[src/rtl/alu_seq_pkg.sv]
// alu_seq_pkg: shared definitions for the ALU sequencer.
//   - ALU op codes (6-bit) reused from the 6502 ALU: AND, ADC, SBC.
//   - Sequencer command codes (2-bit): CMD_BIN, CMD_ADC_D, CMD_SBC_D, CMD_ADD16.
//   - is_dec_cmd(): true for the decimal-mode commands.
package alu_seq_pkg;

    localparam logic [5:0] ALU_AND = 6'h00;
    localparam logic [5:0] ALU_ADC = 6'h03;
    localparam logic [5:0] ALU_SBC = 6'h04;

    localparam logic [1:0] CMD_BIN   = 2'd0;
    localparam logic [1:0] CMD_ADC_D = 2'd1;
    localparam logic [1:0] CMD_SBC_D = 2'd2;
    localparam logic [1:0] CMD_ADD16 = 2'd3;

    function automatic logic is_dec_cmd(input logic [1:0] cmd);
        return (cmd == CMD_ADC_D) || (cmd == CMD_SBC_D);
    endfunction

endpackage

[src/rtl/alu_seq.sv]
// alu_seq: multi-cycle sequencer that owns the shared 8-bit ALU.
//   One command is accepted per req handshake; the block then steps the
//   external ALU through one or more passes and presents a 16-bit result
//   plus N/V/Z/C flags on a valid/ready response port.
// Ports:
//   clk, rst            clock, asynchronous active-high reset
//   req_valid/req_ready command handshake (ready only when idle)
//   req_cmd/op/a/b/ci   command, ALU op (CMD_BIN only), operands, carry in
//   alu_op/ai/bi/ci     drive to the external ALU (combinational per state)
//   alu_out/v/c         ALU result, overflow, carry
//   rsp_valid/rsp_ready response handshake, response held until accepted
//   rsp_data, rsp_n/v/z/c  result and flags
// Parameter DECIMAL_EN=0 runs the decimal commands as plain binary ADC/SBC.
module alu_seq
    import alu_seq_pkg::*;
#(
    parameter bit DECIMAL_EN = 1'b1
) (
    input  logic        clk,
    input  logic        rst,
    input  logic        req_valid,
    output logic        req_ready,
    input  logic [1:0]  req_cmd,
    input  logic [5:0]  req_op,
    input  logic [15:0] req_a,
    input  logic [15:0] req_b,
    input  logic        req_ci,
    output logic [5:0]  alu_op,
    output logic [7:0]  alu_ai,
    output logic [7:0]  alu_bi,
    output logic        alu_ci,
    input  logic [7:0]  alu_out,
    input  logic        alu_v,
    input  logic        alu_c,
    output logic        rsp_valid,
    input  logic        rsp_ready,
    output logic [15:0] rsp_data,
    output logic        rsp_n,
    output logic        rsp_v,
    output logic        rsp_z,
    output logic        rsp_c
);

    typedef enum logic [2:0] {
        IDLE, BIN, LO, LOFIX, HI, HIFIX, DONE
    } state_t;

    state_t      state_q, state_d;
    logic [1:0]  cmd_q, cmd_d;
    logic [5:0]  op_q, op_d;
    logic [15:0] a_q, a_d;
    logic [15:0] b_q, b_d;
    logic        ci_q, ci_d;
    logic [7:0]  r_q, r_d;        // scratch: pre-fix result, or ADD16 low byte
    logic [3:0]  lo_q, lo_d;      // corrected low BCD digit
    logic        hc_q, hc_d;      // half-carry / half-borrow / ADD16 low carry
    logic        z_bin_q, z_bin_d;
    logic        v_bin_q, v_bin_d;
    logic        req_ready_q, req_ready_d;
    logic        rsp_valid_q, rsp_valid_d;
    logic [15:0] rsp_data_q, rsp_data_d;
    logic        rsp_n_q, rsp_n_d;
    logic        rsp_v_q, rsp_v_d;
    logic        rsp_z_q, rsp_z_d;
    logic        rsp_c_q, rsp_c_d;

    logic        is_sub;
    logic        dec_cmd;
    logic [5:0]  dec_op;
    logic        fix_needed;

    assign is_sub  = (cmd_q == CMD_SBC_D);
    assign dec_cmd = DECIMAL_EN && is_dec_cmd(cmd_q);
    assign dec_op  = is_sub ? ALU_SBC : ALU_ADC;

    // A digit needs correction when the add overflowed past 9 (values of
    // 0x10 and above included) or when the subtract borrowed.
    assign fix_needed = is_sub ? !alu_c : (alu_out > 8'd9);

    // ALU drive, decoded from the current state only.
    always_comb begin
        alu_op = ALU_AND;
        alu_ai = 8'h00;
        alu_bi = 8'h00;
        alu_ci = 1'b0;
        case (state_q)
            BIN: begin
                alu_op = (cmd_q == CMD_BIN) ? op_q : dec_op;
                alu_ai = a_q[7:0];
                alu_bi = b_q[7:0];
                alu_ci = ci_q;
            end
            LO: begin
                if (cmd_q == CMD_ADD16) begin
                    alu_op = ALU_ADC;
                    alu_ai = a_q[7:0];
                    alu_bi = b_q[7:0];
                end else begin
                    alu_op = dec_op;
                    alu_ai = {4'h0, a_q[3:0]};
                    alu_bi = {4'h0, b_q[3:0]};
                end
                alu_ci = ci_q;
            end
            HI: begin
                if (cmd_q == CMD_ADD16) begin
                    alu_op = ALU_ADC;
                    alu_ai = a_q[15:8];
                    alu_bi = b_q[15:8];
                    alu_ci = hc_q;
                end else begin
                    alu_op = dec_op;
                    alu_ai = {4'h0, a_q[7:4]};
                    alu_bi = {4'h0, b_q[7:4]};
                    alu_ci = is_sub ? !hc_q : hc_q;
                end
            end
            LOFIX, HIFIX: begin
                // r+6 with no carry, or r-6 with no borrow
                alu_op = dec_op;
                alu_ai = r_q;
                alu_bi = 8'h06;
                alu_ci = is_sub;
            end
            default: ;
        endcase
    end

    always_comb begin
        state_d    = state_q;
        cmd_d      = cmd_q;
        op_d       = op_q;
        a_d        = a_q;
        b_d        = b_q;
        ci_d       = ci_q;
        r_d        = r_q;
        lo_d       = lo_q;
        hc_d       = hc_q;
        z_bin_d    = z_bin_q;
        v_bin_d    = v_bin_q;
        rsp_data_d = rsp_data_q;
        rsp_n_d    = rsp_n_q;
        rsp_v_d    = rsp_v_q;
        rsp_z_d    = rsp_z_q;
        rsp_c_d    = rsp_c_q;
        case (state_q)
            IDLE: begin
                if (req_valid) begin
                    cmd_d   = req_cmd;
                    op_d    = req_op;
                    a_d     = req_a;
                    b_d     = req_b;
                    ci_d    = req_ci;
                    state_d = (req_cmd == CMD_ADD16) ? LO : BIN;
                end
            end
            BIN: begin
                if (dec_cmd) begin
                    // binary pass only contributes Z and V to a decimal result
                    z_bin_d = (alu_out == 8'h00);
                    v_bin_d = alu_v;
                    state_d = LO;
                end else begin
                    rsp_data_d = {8'h00, alu_out};
                    rsp_n_d    = alu_out[7];
                    rsp_z_d    = (alu_out == 8'h00);
                    rsp_v_d    = alu_v;
                    rsp_c_d    = alu_c;
                    state_d    = DONE;
                end
            end
            LO: begin
                if (cmd_q == CMD_ADD16) begin
                    r_d     = alu_out;
                    hc_d    = alu_c;
                    state_d = HI;
                end else if (fix_needed) begin
                    r_d     = alu_out;
                    state_d = LOFIX;
                end else begin
                    lo_d    = alu_out[3:0];
                    hc_d    = 1'b0;
                    state_d = HI;
                end
            end
            LOFIX: begin
                lo_d    = alu_out[3:0];
                hc_d    = 1'b1;
                state_d = HI;
            end
            HI: begin
                if (cmd_q == CMD_ADD16) begin
                    rsp_data_d = {alu_out, r_q};
                    rsp_n_d    = alu_out[7];
                    rsp_z_d    = ({alu_out, r_q} == 16'h0000);
                    rsp_v_d    = alu_v;
                    rsp_c_d    = alu_c;
                    state_d    = DONE;
                end else if (fix_needed) begin
                    r_d     = alu_out;
                    state_d = HIFIX;
                end else begin
                    rsp_data_d = {8'h00, alu_out[3:0], lo_q};
                    rsp_n_d    = alu_out[3];
                    rsp_z_d    = z_bin_q;
                    rsp_v_d    = v_bin_q;
                    rsp_c_d    = alu_c;
                    state_d    = DONE;
                end
            end
            HIFIX: begin
                rsp_data_d = {8'h00, alu_out[3:0], lo_q};
                rsp_n_d    = alu_out[3];
                rsp_z_d    = z_bin_q;
                rsp_v_d    = v_bin_q;
                // a corrected high digit means decimal carry out (ADC)
                // or decimal borrow out (SBC)
                rsp_c_d    = !is_sub;
                state_d    = DONE;
            end
            DONE: begin
                if (rsp_ready) state_d = IDLE;
            end
            default: state_d = IDLE;
        endcase
        req_ready_d = (state_d == IDLE);
        rsp_valid_d = (state_d == DONE);
    end

    always_ff @(posedge clk or posedge rst) begin
        if (rst) begin
            state_q     <= IDLE;
            cmd_q       <= CMD_BIN;
            op_q        <= ALU_AND;
            a_q         <= 16'h0000;
            b_q         <= 16'h0000;
            ci_q        <= 1'b0;
            r_q         <= 8'h00;
            lo_q        <= 4'h0;
            hc_q        <= 1'b0;
            z_bin_q     <= 1'b0;
            v_bin_q     <= 1'b0;
            req_ready_q <= 1'b1;
            rsp_valid_q <= 1'b0;
            rsp_data_q  <= 16'h0000;
            rsp_n_q     <= 1'b0;
            rsp_v_q     <= 1'b0;
            rsp_z_q     <= 1'b0;
            rsp_c_q     <= 1'b0;
        end else begin
            state_q     <= state_d;
            cmd_q       <= cmd_d;
            op_q        <= op_d;
            a_q         <= a_d;
            b_q         <= b_d;
            ci_q        <= ci_d;
            r_q         <= r_d;
            lo_q        <= lo_d;
            hc_q        <= hc_d;
            z_bin_q     <= z_bin_d;
            v_bin_q     <= v_bin_d;
            req_ready_q <= req_ready_d;
            rsp_valid_q <= rsp_valid_d;
            rsp_data_q  <= rsp_data_d;
            rsp_n_q     <= rsp_n_d;
            rsp_v_q     <= rsp_v_d;
            rsp_z_q     <= rsp_z_d;
            rsp_c_q     <= rsp_c_d;
        end
    end

    assign req_ready = req_ready_q;
    assign rsp_valid = rsp_valid_q;
    assign rsp_data  = rsp_data_q;
    assign rsp_n     = rsp_n_q;
    assign rsp_v     = rsp_v_q;
    assign rsp_z     = rsp_z_q;
    assign rsp_c     = rsp_c_q;

endmodule

[config.mk]
export PLATFORM = sky130hd
export DESIGN_NAME = alu_seq
export DESIGN_NICKNAME = d
export VERILOG_FILES = /design/src/rtl/alu_seq_pkg.sv /design/src/rtl/alu_seq.sv
export SDC_FILE = /design/constraint.sdc
export NUM_CORES = 1
export LEC_CHECK = 0
export CAP_MARGIN = 20
export CORE_MARGIN = 4
export CORE_UTILIZATION = 39
export DETAILED_ROUTE_END_ITERATION = 10
export PLACE_DENSITY = 0.69
export SLEW_MARGIN = 20
export SYNTH_ARGS = -nofsm -noshare
export SYNTH_HDL_FRONTEND = slang
export SYNTH_SLANG_ARGS = --single-unit
[constraint.sdc]
create_clock -name clk -period 6.5 [get_ports clk]
set_input_delay 1.625 -clock clk [delete_from_list [all_inputs] [get_ports clk]]
set_output_delay 1.625 -clock clk [all_outputs]
set_load 0.01 [all_outputs]
# --- After elaboration in Yosys (flattened, before gate mapping) ---
# Cells that the tools add are included.
op_classes:
  reduce_logical: 21
  n_mux: 53
  eq_ne: 17
  magnitude_cmp: 1
op_table:
  columns: ["op", "n"]
  rows:
  - ["case mux 8 bit (4 select lines)", 2]
  - ["two-way mux 8 bit", 7]
  - ["two-way mux 16 bit", 3]
  - ["case mux 16 bit (3 select lines)", 1]
  - ["two-way mux 3 bit", 7]
  - ["case mux 3 bit (7 select lines)", 1]
  - ["case mux 6 bit (3 select lines)", 1]
  - ["two-way mux 1 bit", 17]
  - ["zero test 16 bit", 1]
  - ["case mux 8 bit (2 select lines)", 1]
  - ["case mux 1 bit (3 select lines)", 5]
  - ["== test 3 bit, second input constant", 4]
  - ["> comparator 8 x 4 -> 1 bit, second input constant", 1]
  - ["zero test 8 bit", 1]
  - ["two-way mux 4 bit", 2]
  - ["inequality test 2 bit, second input constant", 4]
  - ["case mux 4 bit (2 select lines)", 1]
  - ["AND reduction 2 bit", 4]
  - ["== test 2 bit, second input constant", 3]
  - ["== test 3 x 2 -> 1 bit, second input constant", 2]
  - ["zero test 3 bit", 2]
  - ["two-way mux 2 bit", 3]
  - ["two-way mux 6 bit", 1]
  - ["inequality test 3 bit, second input constant", 2]
  - ["10 further kinds", 16]
word_totals:
  reg_bits: 81
  elab_cells: 110
  out_inout_bits: 45
  inputBits: 55

# --- Logic depth before layout (Yosys ltp) ---
# Gate-level depths: netlist (run 1).
logic_depth:
  ltp_word: 6
  ltp_mapped: 9
  mapped_depth_nobuf: 7

# --- Least setup slack after synthesis (run 1) ---
# Ideal clock, no wire load.
synth_path:
  path_kind: "register to output"
  startpoint: "register cmd_q[1]"
  endpoint: "output alu_ai[4]"
  stages_incl_launch_ff: 9
  arrival_time_ns: 1.707
  path_buffers: 2
  required_time_ns: 4.875
  setup_slack_ns: 3.168
  path_cell_list: "dfrtp_1 ha_1 clkbuf_2 nor2b_1 buf_2 a21oi_1 nor2_1 a222oi_1 inv_1"
synth_between:
  elab_chain_cells: 3
  elab_cells_between_ends: 4
  cone_classes: "eq/ne (1); mux (3)"
synth_lines:
  columns: ["element", "line", "text"]
  rows:
  - ["start, declared", "alu_seq.sv:49", "logic [1:0] cmd_q, cmd_d;"]
  - ["start signal, assigned", "alu_seq.sv:252", "cmd_q <= cmd_d;"]
  - ["== test 2 bit (*)", "alu_seq.sv:94, alu_seq.sv:106", null]
  - ["two-way mux 8 bit (on tied branches)", "alu_seq.sv:106, alu_seq.sv:94", null]
  - ["case mux 8 bit (4 select lines) (*)", "alu_seq.sv:86", "case (state_q)"]
  - ["end, declared", "alu_seq.sv:29", "output logic [7:0] alu_ai,"]
# Every way passes the cells marked *; elsewhere a longest branch is shown, timed or not.

# --- Worst setup path in the final report (run 1) ---
layout_path:
  startpoint: "register state_q[0]"
  endpoint: "output alu_ai[4]"
layout_between:
  elab_chain_cells: 3
  elab_cells_between_ends: 7
  cone_classes: "eq/ne (5); mux (1); reduce/logical (1)"
layout_lines:
  columns: ["element", "line", "text"]
  rows:
  - ["start, declared", "alu_seq.sv:48", "state_t state_q, state_d;"]
  - ["start signal, assigned", "alu_seq.sv:251", "state_q <= state_d;"]
  - ["== test 3 x 2 -> 1 bit or == test 3 bit (tied branches)", "alu_seq.sv:86", null]
  - ["OR reduction 2 bit", "alu_seq.sv:86", null]
  - ["case mux 8 bit (4 select lines) (*)", "alu_seq.sv:86", null]
# Marked as above.

==> qor.csv, run 1 <==
stage,metric,value,unit
cts,CTS tree,done,
synthesis,Mapped Area,4215,sq um
placed_design,Final HPWL DP,8.027,mm
floorplanning,IO Pins,100,
synthesis,"Top FF cell, synth",dfrtp_1,
cts,clk slew on worst S/H paths,80,ps
synthesis,Post-Synthesis Cells,392,
cells_and_area,Layout Cells excl Fill,621,
critical_path,startpoint types,flop,
drt,antenna violation net count after detailed routing,0,
critical_path,"Largest stage delay, worst path",960,ps
synthesis,Yosys reg bits,81,
global_route,total gr overflow,0,
power,Pleak,2.229,nW
drt,DR iter-0 viols,250,
critical_path,Critical-path top delay cell,dfrtp_1,
flow_run,max-cap viol count,0,
timing,period utilisation layout,0.7565,
drt,vias per inst,5.478,
cts,H-tree Lvls,3,
floorplanning,Die Y,112.0,microns
cts,hold bufs inserted after CTS,0,
synthesis,asr flop ratio synth,1.000,
global_route,pin count of the biggest net entering global routing,79,
synthesis,yosys warns,0,
cells_and_area,final instance area,5473,sq um
critical_path,Required @ worst endpoint,4880,ps
drt,WL/cell,17.70,microns
timing,worst-margin pin slew,989.3,ps
critical_path,largest fanout on the critical path,30,
critical_path,Critical Path AT,3290,ps
cells_and_area,share of cells above drive strength 1,0.1670,
synthesis,Yosys cell types,52,
floorplanning,Core ar.,10420,sq um
cts,clock root buffer,clkbuf_8,
synthesis,Syn Nets,451,
cells_and_area,ANT cells,0,
power,power density cells,504.2,nW/um^2
drt,DRC,0,
timing,Final min period,4917,ps
placed_design,GPL Wtd Cong,0.8979,
placed_design,Placed Cells,605,
floorplanning,Die X,112.0,microns
timing,final slew viol count,0,
critical_path,critical path class,flop to output port,
global_route,initial antenna violation count,0,
timing,final hold vios,0,
cts,Post-CTS Setup Repair Bufs,0,
run_status,result of the run,completed,
cts,CTS Buffer Depth,2,
placed_design,Port Buffers,99,
floorplanning,die area,12540,sq um
critical_path,CP cell instances,nor2b_1 -> a21oi_1 -> nor2_1 -> a222oi_1 -> inv_1 -> clkdlybuf4s50_1,
timing,final number of setup-violating endpoints,0,
synthesis,"EDFF count, synth",0,
synthesis,post-synthesis sequential area ratio,0.4812,
global_route,vias in the first global route,3464,
cells_and_area,fin nets,539,
power,maximum VDD drop,243.1,uV
drt,DRT Wirelength,10.99,mm
timing,fmax,203.4,MHz
synthesis,syn avg cell area,10.75,sq um
cts,CTS Sinks,81,
floorplanning,Rows,37,
drt,Via Count,3402,
global_route,total track usage,0.1764,
placed_design,cell area after placement,5275,sq um
critical_path,Crit. End Element,output port,
timing,clk_skew,5.172,ps
cts,CTS buffer count,9,
timing,Slew headroom,0.3405,
cells_and_area,P&R area growth vs syn,29.83,%
cts,Worst-Skew Late Latency,350,ps
floorplanning,Starting Density,0.4047,
global_route,first-pass GRT wire length,17.91,mm
power,Total Power,2.759,mW
timing,setup_tns,0,ps
hold_path,hold crit path type,flop to flop,
timing,RSZ-0062 raised after global routing,false,
cts,post-cts resize count,0,
drt,drt first pass iters,5,
[layout make-up]
cell class / count / area (sq um)
fill: 944 / 4943
sequential: 81 / 2028
multi-input combinational: 274 / 2013
timing repair buffer: 103 / 1021
tap: 136 / 170.2
clock buffer: 12 / 145.1
clock inverter: 4 / 52.55
inverter: 11 / 42.54
[placed cells by master, fill, tap and decap left out, drive strengths merged, types with 5 or more instances in the layout]
cell and n:
inv 10, dfrtp 80, a22o 12, nor2b 5, nand2 24, o221a 8, mux2 50, nand2b 10
nor2 41, clkdlybuf4s50 99, clkbuf 12, a21oi 21, a22oi 5, o21ai 35, mux2i 14, and3 6
[power by group]
group	switching, mW	internal (mW)
logic	0.684	0.732
clock network	0.182	0.188
registers	0.222	0.751
[sequential cells by signal (all words and copies together) (netlist names), 2 cells and up]
register,flops
a_q,16
b_q,16
cmd_q,2
lo_q,4
op_q,6
r_q,8
rsp_data,16
state_q,3
[critical path: cells and delay by family (launching register included)]
kind / cells / cell delay (ps)
AO/OA/AOI/OAI: 2 / 310
AND/OR/NAND/NOR: 2 / 1030
flip-flops: 1 / 960
buffers and inverters: 2 / 630
[metal layers]
| metal | share of wire | routed length, microns | vias to the layer above | global-route usage |
|---|---|---|---|---|
| met5 | 0 | 0 | - | 0 |
| met4 | 0.016 | 176 | 0 | 0.04968 |
| met3 | 0.076 | 839 | 18 | 0.05543 |
| met2 | 0.46 | 5047 | 131 | 0.2802 |
| met1 | 0.45 | 4930 | 1643 | 0.2337 |
| li1 | - | - | 1610 | - |
[cell usage after synthesis (2+ instances only)]
library cell / instances / area [sq um]
ha_1: 4 / 50.05
clkbuf_2: 2 / 10.01
dfrtp_1: 80 / 2002
nor3_1: 2 / 10.01
a22oi_1: 5 / 37.54
o22ai_1: 2 / 12.51
o221a_2: 8 / 90.09
o21ai_2: 2 / 17.52
a22o_1: 12 / 105.1
nor3b_1: 2 / 15.01
and2_1: 3 / 18.77
inv_1: 10 / 37.54
o21ai_0: 21 / 105.1
nor2_1: 37 / 138.9
o21ai_1: 12 / 60.06
a21o_1: 3 / 22.52
and3_1: 6 / 37.54
nand2b_1: 10 / 62.56
mux2_1: 9 / 101.4
o211ai_1: 2 / 15.01
clkbuf_1: 8 / 30.03
nor2_4: 3 / 33.78
buf_2: 11 / 55.05
nor4_1: 2 / 12.51
a222oi_1: 4 / 40.04
mux2i_1: 14 / 140.1
nor2b_1: 5 / 31.28
a21oi_1: 21 / 105.1
buf_4: 3 / 22.52
mux2_2: 41 / 461.7
nand2_1: 24 / 90.09
a221oi_1: 4 / 35.03
[logic make-up after synthesis]
group,synth area share
AOI/OAI and AO/OA,0.1748
adders and majority gates,0.01187
buffers and inverters,0.04126
DFF,0.4812
muxes,0.1668
and+or+nand+nor,0.1241
[stage by stage]
stage / util / setup slack (ps) / hold slack (ps)
finish: 0.5254 / 1583 / 490.8
global route: 0.5254 / 1392 / 517.8
CTS: 0.5254 / 1608 / 490.6
detailed placement: 0.5064 / 2038 / 473.7
global placement: 0.5064 / 2090 / 473.0
floorplan: - / 2797 / 452.2
[worst paths after layout]
check                                        startpoint                 endpoint  slack [ps]  depth (start not counted)
worst max-delay path               state_q[0]$_DFF_PP0_                alu_ai[4]        1580                          6
min in group asynchronous                           rst  rsp_data[0]$_DFFE_PP0P_        1440                          2
worst min register to register  rsp_data[1]$_DFFE_PP0P_  rsp_data[1]$_DFFE_PP0P_         490                          2
worst max register to register     state_q[0]$_DFF_PP0_        rsp_z$_DFFE_PP0P_        4030                          5
max in group asynchronous                           rst      b_q[11]$_DFFE_PP0P_        3910                          3
worst min-delay path            rsp_data[1]$_DFFE_PP0P_  rsp_data[1]$_DFFE_PP0P_         490                          2
Note: power is estimated with default switching activity, not from simulation.
==> run 2: changes to the inputs <==
==> constraint.sdc (replaced) <==
create_clock -name clk -period 5 [get_ports clk]
set_input_delay 1.25 -clock clk [delete_from_list [all_inputs] [get_ports clk]]
set_output_delay 1.25 -clock clk [all_outputs]
set_load 0.01 [all_outputs]
==> run 2 against run 1 <==
Clock power up 32%. Largest power group unchanged. Final area increased by 0.30%. Non-clock buffer count is 2 higher. First-iteration DRC count fell by 27%. Highest routed layer unchanged. Global-route usage grew 0.25 points. Sequential share of layout area shrank 0.11 points.
==> qor.csv, run 2 (same netlist as run 1, synthesis figures left out) <==
stage,metric,value,unit,change
timing,Final min period,4588,ps,
drt,vias per inst,5.465,,-0.23%
timing,period utilisation layout,0.9175,,
timing,final hold vios,0,,unchanged
timing,Slew headroom,0.3685,,+0.02803
timing,final slew viol count,0,,unchanged
cells_and_area,ANT cells,0,,unchanged
timing,setup_tns,0,ps,unchanged
cts,clock root buffer,clkbuf_8,,
cts,CTS Buffer Depth,2,,unchanged
floorplanning,Rows,37,,unchanged
cts,clk slew on worst S/H paths,90,ps,about the same
global_route,first-pass GRT wire length,18.08,mm,+1.0%
cells_and_area,Layout Cells excl Fill,623,,+0.32%
cts,post-cts resize count,0,,unchanged
cells_and_area,share of cells above drive strength 1,0.1745,,+0.007528
cts,H-tree Lvls,3,,unchanged
drt,DR iter-0 viols,183,,-27%
critical_path,Required @ worst endpoint,3750,ps,-1130 ps
critical_path,R2R cell count,5,,unchanged
floorplanning,Die Y,112.0,microns,unchanged
placed_design,Final HPWL DP,8.153,mm,+1.6%
placed_design,cell area after placement,5290,sq um,+0.28%
critical_path,Crit. End Element,output port,,
drt,Via Count,3405,,+0.088%
global_route,pin count of the biggest net entering global routing,48,,-39%
cts,CTS Sinks,81,,unchanged
floorplanning,IO Pins,100,,unchanged
drt,WL/cell,17.59,microns,-0.62%
cts,CTS buffer count,9,,unchanged
run_status,result of the run,completed,,
cells_and_area,"commonest non-fill, non-tap cell in the layout",clkdlybuf4s50_1,,
cts,Post-CTS Setup Repair Bufs,0,,unchanged
critical_path,largest fanout on the critical path,30,,unchanged
placed_design,GPL Wtd Cong,0.8712,,-3.0%
global_route,initial antenna violation count,0,,unchanged
cells_and_area,fin nets,541,,+0.37%
critical_path,Critical-path top delay cell,dfrtp_1,,
hold_path,Hold Path Stages,2,,unchanged
global_route,total track usage,0.1789,,+0.002542
critical_path,CP cell instances,nor2b_1 -> a21oi_1 -> nor2_1 -> a222oi_1 -> inv_1 -> clkdlybuf4s50_1,,
cells_and_area,Multi-input gate area,2013,sq um,unchanged
cts,hold bufs inserted after CTS,0,,unchanged
timing,RSZ-0062 raised after global routing,false,,
floorplanning,Starting Density,0.4047,,unchanged
drt,DRC,0,,unchanged
cells_and_area,FF+latch area,2028,sq um,unchanged
placed_design,Placed Cells,607,,+0.33%
cells_and_area,most frequent cells in the layout,"clkdlybuf4s50_1 (99), dfrtp_1 (80), mux2_2 (41)",,
drt,antenna violation net count after detailed routing,0,,unchanged
timing,final number of setup-violating endpoints,0,,unchanged
critical_path,Reg2Reg Setup Slack,2520,ps,-1510 ps
power,Pleak,2.254,nW,+1.1%
cells_and_area,fill cell count,943,,-0.11%
critical_path,Critical Path AT,3340,ps,+50 ps
power,power density cells,655.5,nW/um^2,+30%
cts,CTS tree,done,,
placed_design,Port Buffers,99,,unchanged
floorplanning,Core ar.,10420,sq um,unchanged
flow_run,max-cap viol count,0,,unchanged
timing,clk_skew,13.40,ps,+8.227 ps
cells_and_area,P&R area growth vs syn,30.22,%,
timing,fmax,218.0,MHz,
critical_path,"Largest stage delay, worst path",970,ps,about the same
power,maximum VDD drop,289.1,uV,+19%
cells_and_area,final instance area,5489,sq um,+0.30%
floorplanning,Die X,112.0,microns,unchanged
critical_path,startpoint types,flop,,
global_route,vias in the first global route,3383,,-2.3%
floorplanning,die area,12540,sq um,unchanged
drt,DRT Wirelength,10.96,mm,-0.30%
timing,worst-margin pin slew,947.2,ps,-42.05 ps
cts,Worst-Skew Late Latency,360,ps,about the same
global_route,total gr overflow,0,,unchanged
critical_path,critical path class,flop to output port,,
drt,drt first pass iters,5,,unchanged
hold_path,hold crit path type,flop to flop,,
## run 2: path summary, 6_finish.rpt
check,startpoint,to
worst max-delay path,state_q[0]$_DFF_PP0_,alu_ai[4]
worst min-delay path,rsp_v$_DFFE_PP0P_,rsp_v$_DFFE_PP0P_
worst max register to register,state_q[0]$_DFF_PP0_,r_q[0]$_DFFE_PP0P_
worst min register to register,rsp_v$_DFFE_PP0P_,rsp_v$_DFFE_PP0P_
max in group asynchronous,rst,req_ready$_DFF_PP1_
min in group asynchronous,rst,a_q[8]$_DFFE_PP0P_
## run 2: where the power goes
part	switching (mW)	internal, mW	total [mW]
sequential	0.294	0.976	1.27
combinational	0.878	0.961	1.84
clock	0.254	0.235	0.489
total	1.43	2.17	3.60
## run 2: metrics by stage
step / setup WS (ps) / hold slack [ps] / power [mW] / util
floorplan: 1672 / 452.2 / 2.435 / -
global placement: 929.6 / 472.7 / 3.095 / 0.5079
detailed placement: 850.1 / 476.0 / 3.126 / 0.5079
CTS: 441.5 / 495.3 / 3.624 / 0.5270
global route: 195.5 / 516.9 / 3.876 / 0.5270
finish: 412.3 / 489.2 / 3.598 / 0.5270
## run 2: per-layer routing
layer | vias up | track usage | share of wire
met3 | 18 | 0.04293 | 0.075
met5 | - | 0 | 0
met2 | 146 | 0.2682 | 0.44
met4 | 0 | 0.06010 | 0.020
li1 | 1613 | - | -
met1 | 1628 | 0.2550 | 0.47
## run 2: final cells by class
cell class	instances	share of cell area
clock buffers	9	0.02257
clock inverters	7	0.01368
inverters	11	0.007750
multi-input cells	274	0.3668
flip-flops and latches	81	0.3695
well taps	136	0.03100
repair buffers	105	0.1887
## run 2: worst max-delay path, delay by kind of cell (launching register included)
family                 cells  cell delay, ps
DFF                        1             970
buffers and inverters      2             640
AOI/OAI and AO/OA          2             320
and+or+nand+nor            2            1050
==> run 3: changes to the inputs <==
--- a/config.mk
+++ b/config.mk
@@ -5,11 +5,13 @@
 export SDC_FILE = /design/constraint.sdc
 export NUM_CORES = 1
 export LEC_CHECK = 0
+export ABC_CLOCK_PERIOD_IN_PS = 5000
 export CAP_MARGIN = 20
 export CORE_MARGIN = 4
 export CORE_UTILIZATION = 39
+export CTS_CLUSTER_DIAMETER = 100
 export DETAILED_ROUTE_END_ITERATION = 10
-export PLACE_DENSITY = 0.69
+export PLACE_DENSITY = 0.65
 export SLEW_MARGIN = 20
 export SYNTH_ARGS = -nofsm -noshare
 export SYNTH_HDL_FRONTEND = slang
==> run 3 against run 2 <==
Worst setup slack better by 170 ps. Total power shrank 0.16%. First-iteration DRC count decreased by 3.3%. Global-route usage rose by 0.17 points. Worst hold slack got worse by 6.1 ps. Combinational power barely moved. Non-clock buffer count did not move. Sequential share of layout area about the same. Clock skew down 5.9 ps.
==> qor.csv, run 3 (same netlist as run 1, synthesis figures left out) <==
stage,metric,value,unit,change
cells_and_area,Layout Cells excl Fill,623,,unchanged
floorplanning,Die Y,112.0,microns,unchanged
cts,CTS buffer count,9,,unchanged
critical_path,Setup crit end,alu_ai[4],,
global_route,total gr overflow,0,,unchanged
cts,Worst-Skew Late Latency,350,ps,about the same
critical_path,"delay-heaviest family, CP",simple AND/OR/NAND/NOR gates,,
global_route,initial antenna violation count,0,,unchanged
timing,period utilisation layout,0.8837,,-0.03387
timing,final slew viol count,0,,unchanged
critical_path,Critical Path AT,3170,ps,-170 ps
timing,final number of setup-violating endpoints,0,,unchanged
critical_path,R2R cell count,6,,+1
drt,WL/cell,18.14,microns,+3.1%
placed_design,GPL Wtd Cong,0.8509,,-2.3%
critical_path,startpoint types,flop,,
cts,H-tree Lvls,3,,unchanged
critical_path,CP Depth,6,,unchanged
cts,clock root buffer,clkbuf_8,,
timing,clk_skew,7.510,ps,-5.889 ps
cells_and_area,P&R area growth vs syn,30.19,%,about the same
floorplanning,Rows,37,,unchanged
timing,fmax,226.3,MHz,+3.8%
cts,hold bufs inserted after CTS,0,,unchanged
flow_run,max-cap viol count,0,,unchanged
cts,CTS tree,done,,
drt,drt first pass iters,5,,unchanged
timing,final hold vios,0,,unchanged
cells_and_area,fin nets,541,,unchanged
cts,clk slew on worst S/H paths,80,ps,about the same
critical_path,crit path launch,state_q[1]$_DFF_PP0_,,
drt,DR iter-0 viols,177,,-3.3%
critical_path,Required @ worst endpoint,3750,ps,about the same
critical_path,Critical-path top delay cell,dfrtp_1,,
critical_path,"Buf+Inv Stages, Crit Path",2,,unchanged
global_route,vias in the first global route,3464,,+2.4%
critical_path,Crit. End Element,output port,,
floorplanning,Die X,112.0,microns,unchanged
cells_and_area,share of cells above drive strength 1,0.1725,,-0.002053
critical_path,Reg2Reg Setup Slack,2590,ps,+70 ps
timing,RSZ-0062 raised after global routing,false,,
placed_design,Port Buffers,99,,unchanged
drt,antenna violation net count after detailed routing,0,,unchanged
drt,DRC,0,,unchanged
critical_path,largest fanout on the critical path,21,,-30%
critical_path,critical path class,flop to output port,,
cells_and_area,most frequent cells in the layout,"clkdlybuf4s50_1 (99), dfrtp_1 (80), mux2_2 (41)",,
hold_path,hold crit path type,flop to flop,,
timing,setup_tns,0,ps,unchanged
floorplanning,Starting Density,0.4047,,unchanged
cells_and_area,"commonest non-fill, non-tap cell in the layout",clkdlybuf4s50_1,,
cts,post-cts resize count,0,,unchanged
global_route,pin count of the biggest net entering global routing,62,,+29%
cts,Post-CTS Setup Repair Bufs,0,,unchanged
critical_path,"Largest stage delay, worst path",770,ps,-200 ps
floorplanning,IO Pins,100,,unchanged
placed_design,Placed Cells,607,,unchanged
timing,worst-margin pin slew,764.8,ps,-182.4 ps
global_route,total track usage,0.1807,,+0.001736
drt,Via Count,3398,,-0.21%
cells_and_area,Multi-input gate area,2013,sq um,unchanged
cts,CTS Sinks,81,,unchanged
critical_path,reg-to-reg startpoint,state_q[0]$_DFF_PP0_,,
cells_and_area,fill cell count,944,,+0.11%
power,power density cells,654.6,nW/um^2,-0.13%
floorplanning,die area,12540,sq um,unchanged
power,maximum VDD drop,295.1,uV,+2.1%
floorplanning,Core ar.,10420,sq um,unchanged
power,Pleak,2.246,nW,-0.35%
cells_and_area,FF+latch area,2028,sq um,unchanged
global_route,first-pass GRT wire length,18.08,mm,unchanged
drt,DRT Wirelength,11.30,mm,+3.1%
placed_design,Final HPWL DP,8.181,mm,+0.35%
cells_and_area,ANT cells,0,,unchanged
run_status,result of the run,completed,,
drt,vias per inst,5.454,,-0.21%
timing,Slew headroom,0.4882,,+0.1197
cts,CTS Buffer Depth,2,,unchanged
timing,Final min period,4418,ps,-169.3 ps
critical_path,CP cell instances,nand2b_1 -> nand2_1 -> and2_1 -> a222oi_1 -> inv_1 -> clkdlybuf4s50_1,,
critical_path,worst flop-to-flop path endpoint,r_q[5]$_DFFE_PP0P_,,
run 3: stage by stage:
stage	hold WS (ps)	power, mW	util	area (sq um)	worst slack, ps
detailed placement	475.5	3.120	0.5079	5290	981.7
CTS	494.0	3.614	0.5267	5487	588.8
finish	483.1	3.592	0.5268	5488	581.6
global placement	467.4	3.088	0.5079	5290	1051
global route	499.6	3.854	0.5268	5488	326.2
floorplan	452.2	2.435	-	4215	1672
run 3: worst min path at each step:
stage	from	endpoint	slack, ps	cells past startpoint
after floorplan	a_q[8]$_DFFE_PP0P_	a_q[8]$_DFFE_PP0P_	450	1
after global placement	rsp_data[6]$_DFFE_PP0P_	rsp_data[6]$_DFFE_PP0P_	470	2
after detailed placement	rsp_data[3]$_DFFE_PP0P_	rsp_data[3]$_DFFE_PP0P_	480	2
after CTS	rsp_data[3]$_DFFE_PP0P_	rsp_data[3]$_DFFE_PP0P_	490	2
after global routing	rsp_n$_DFFE_PP0P_	rsp_n$_DFFE_PP0P_	500	2
final	rsp_n$_DFFE_PP0P_	rsp_n$_DFFE_PP0P_	480	2
run 3: area by class of cell:
cell class	instances	share of cell area
tap	136	0.03101
sequential	81	0.3696
clock inverter	5	0.01003
timing repair buffer	105	0.1888
inverter	11	0.007980
multi-input combinational	274	0.3668
clock buffer	11	0.02576
run 3: report_power, final:
part / switching (mW) / leakage [nW] / total, mW / internal (mW)
combinational: 0.887 / 1.17 / 1.85 / 0.959
sequential: 0.290 / 0.986 / 1.27 / 0.977
clock: 0.236 / 0.0953 / 0.479 / 0.243
total: 1.41 / 2.25 / 3.59 / 2.18
run 3: metal layers:
metal  part of all wire  GRT usage  vias up
li1                   -          -     1604
met1               0.46     0.2472     1638
met2               0.45     0.2770      135
met3              0.077    0.05000       21
met4              0.021    0.06250        0
met5                  0          0        -
run 3: worst reg2reg max path, stage by stage (launching register included):
cell and delay, ps:
dfrtp_1 710, buf_4 300, nand2b_1 240, nand2b_1 430
and2_1 290, nor2_4 70, o221a_2 260
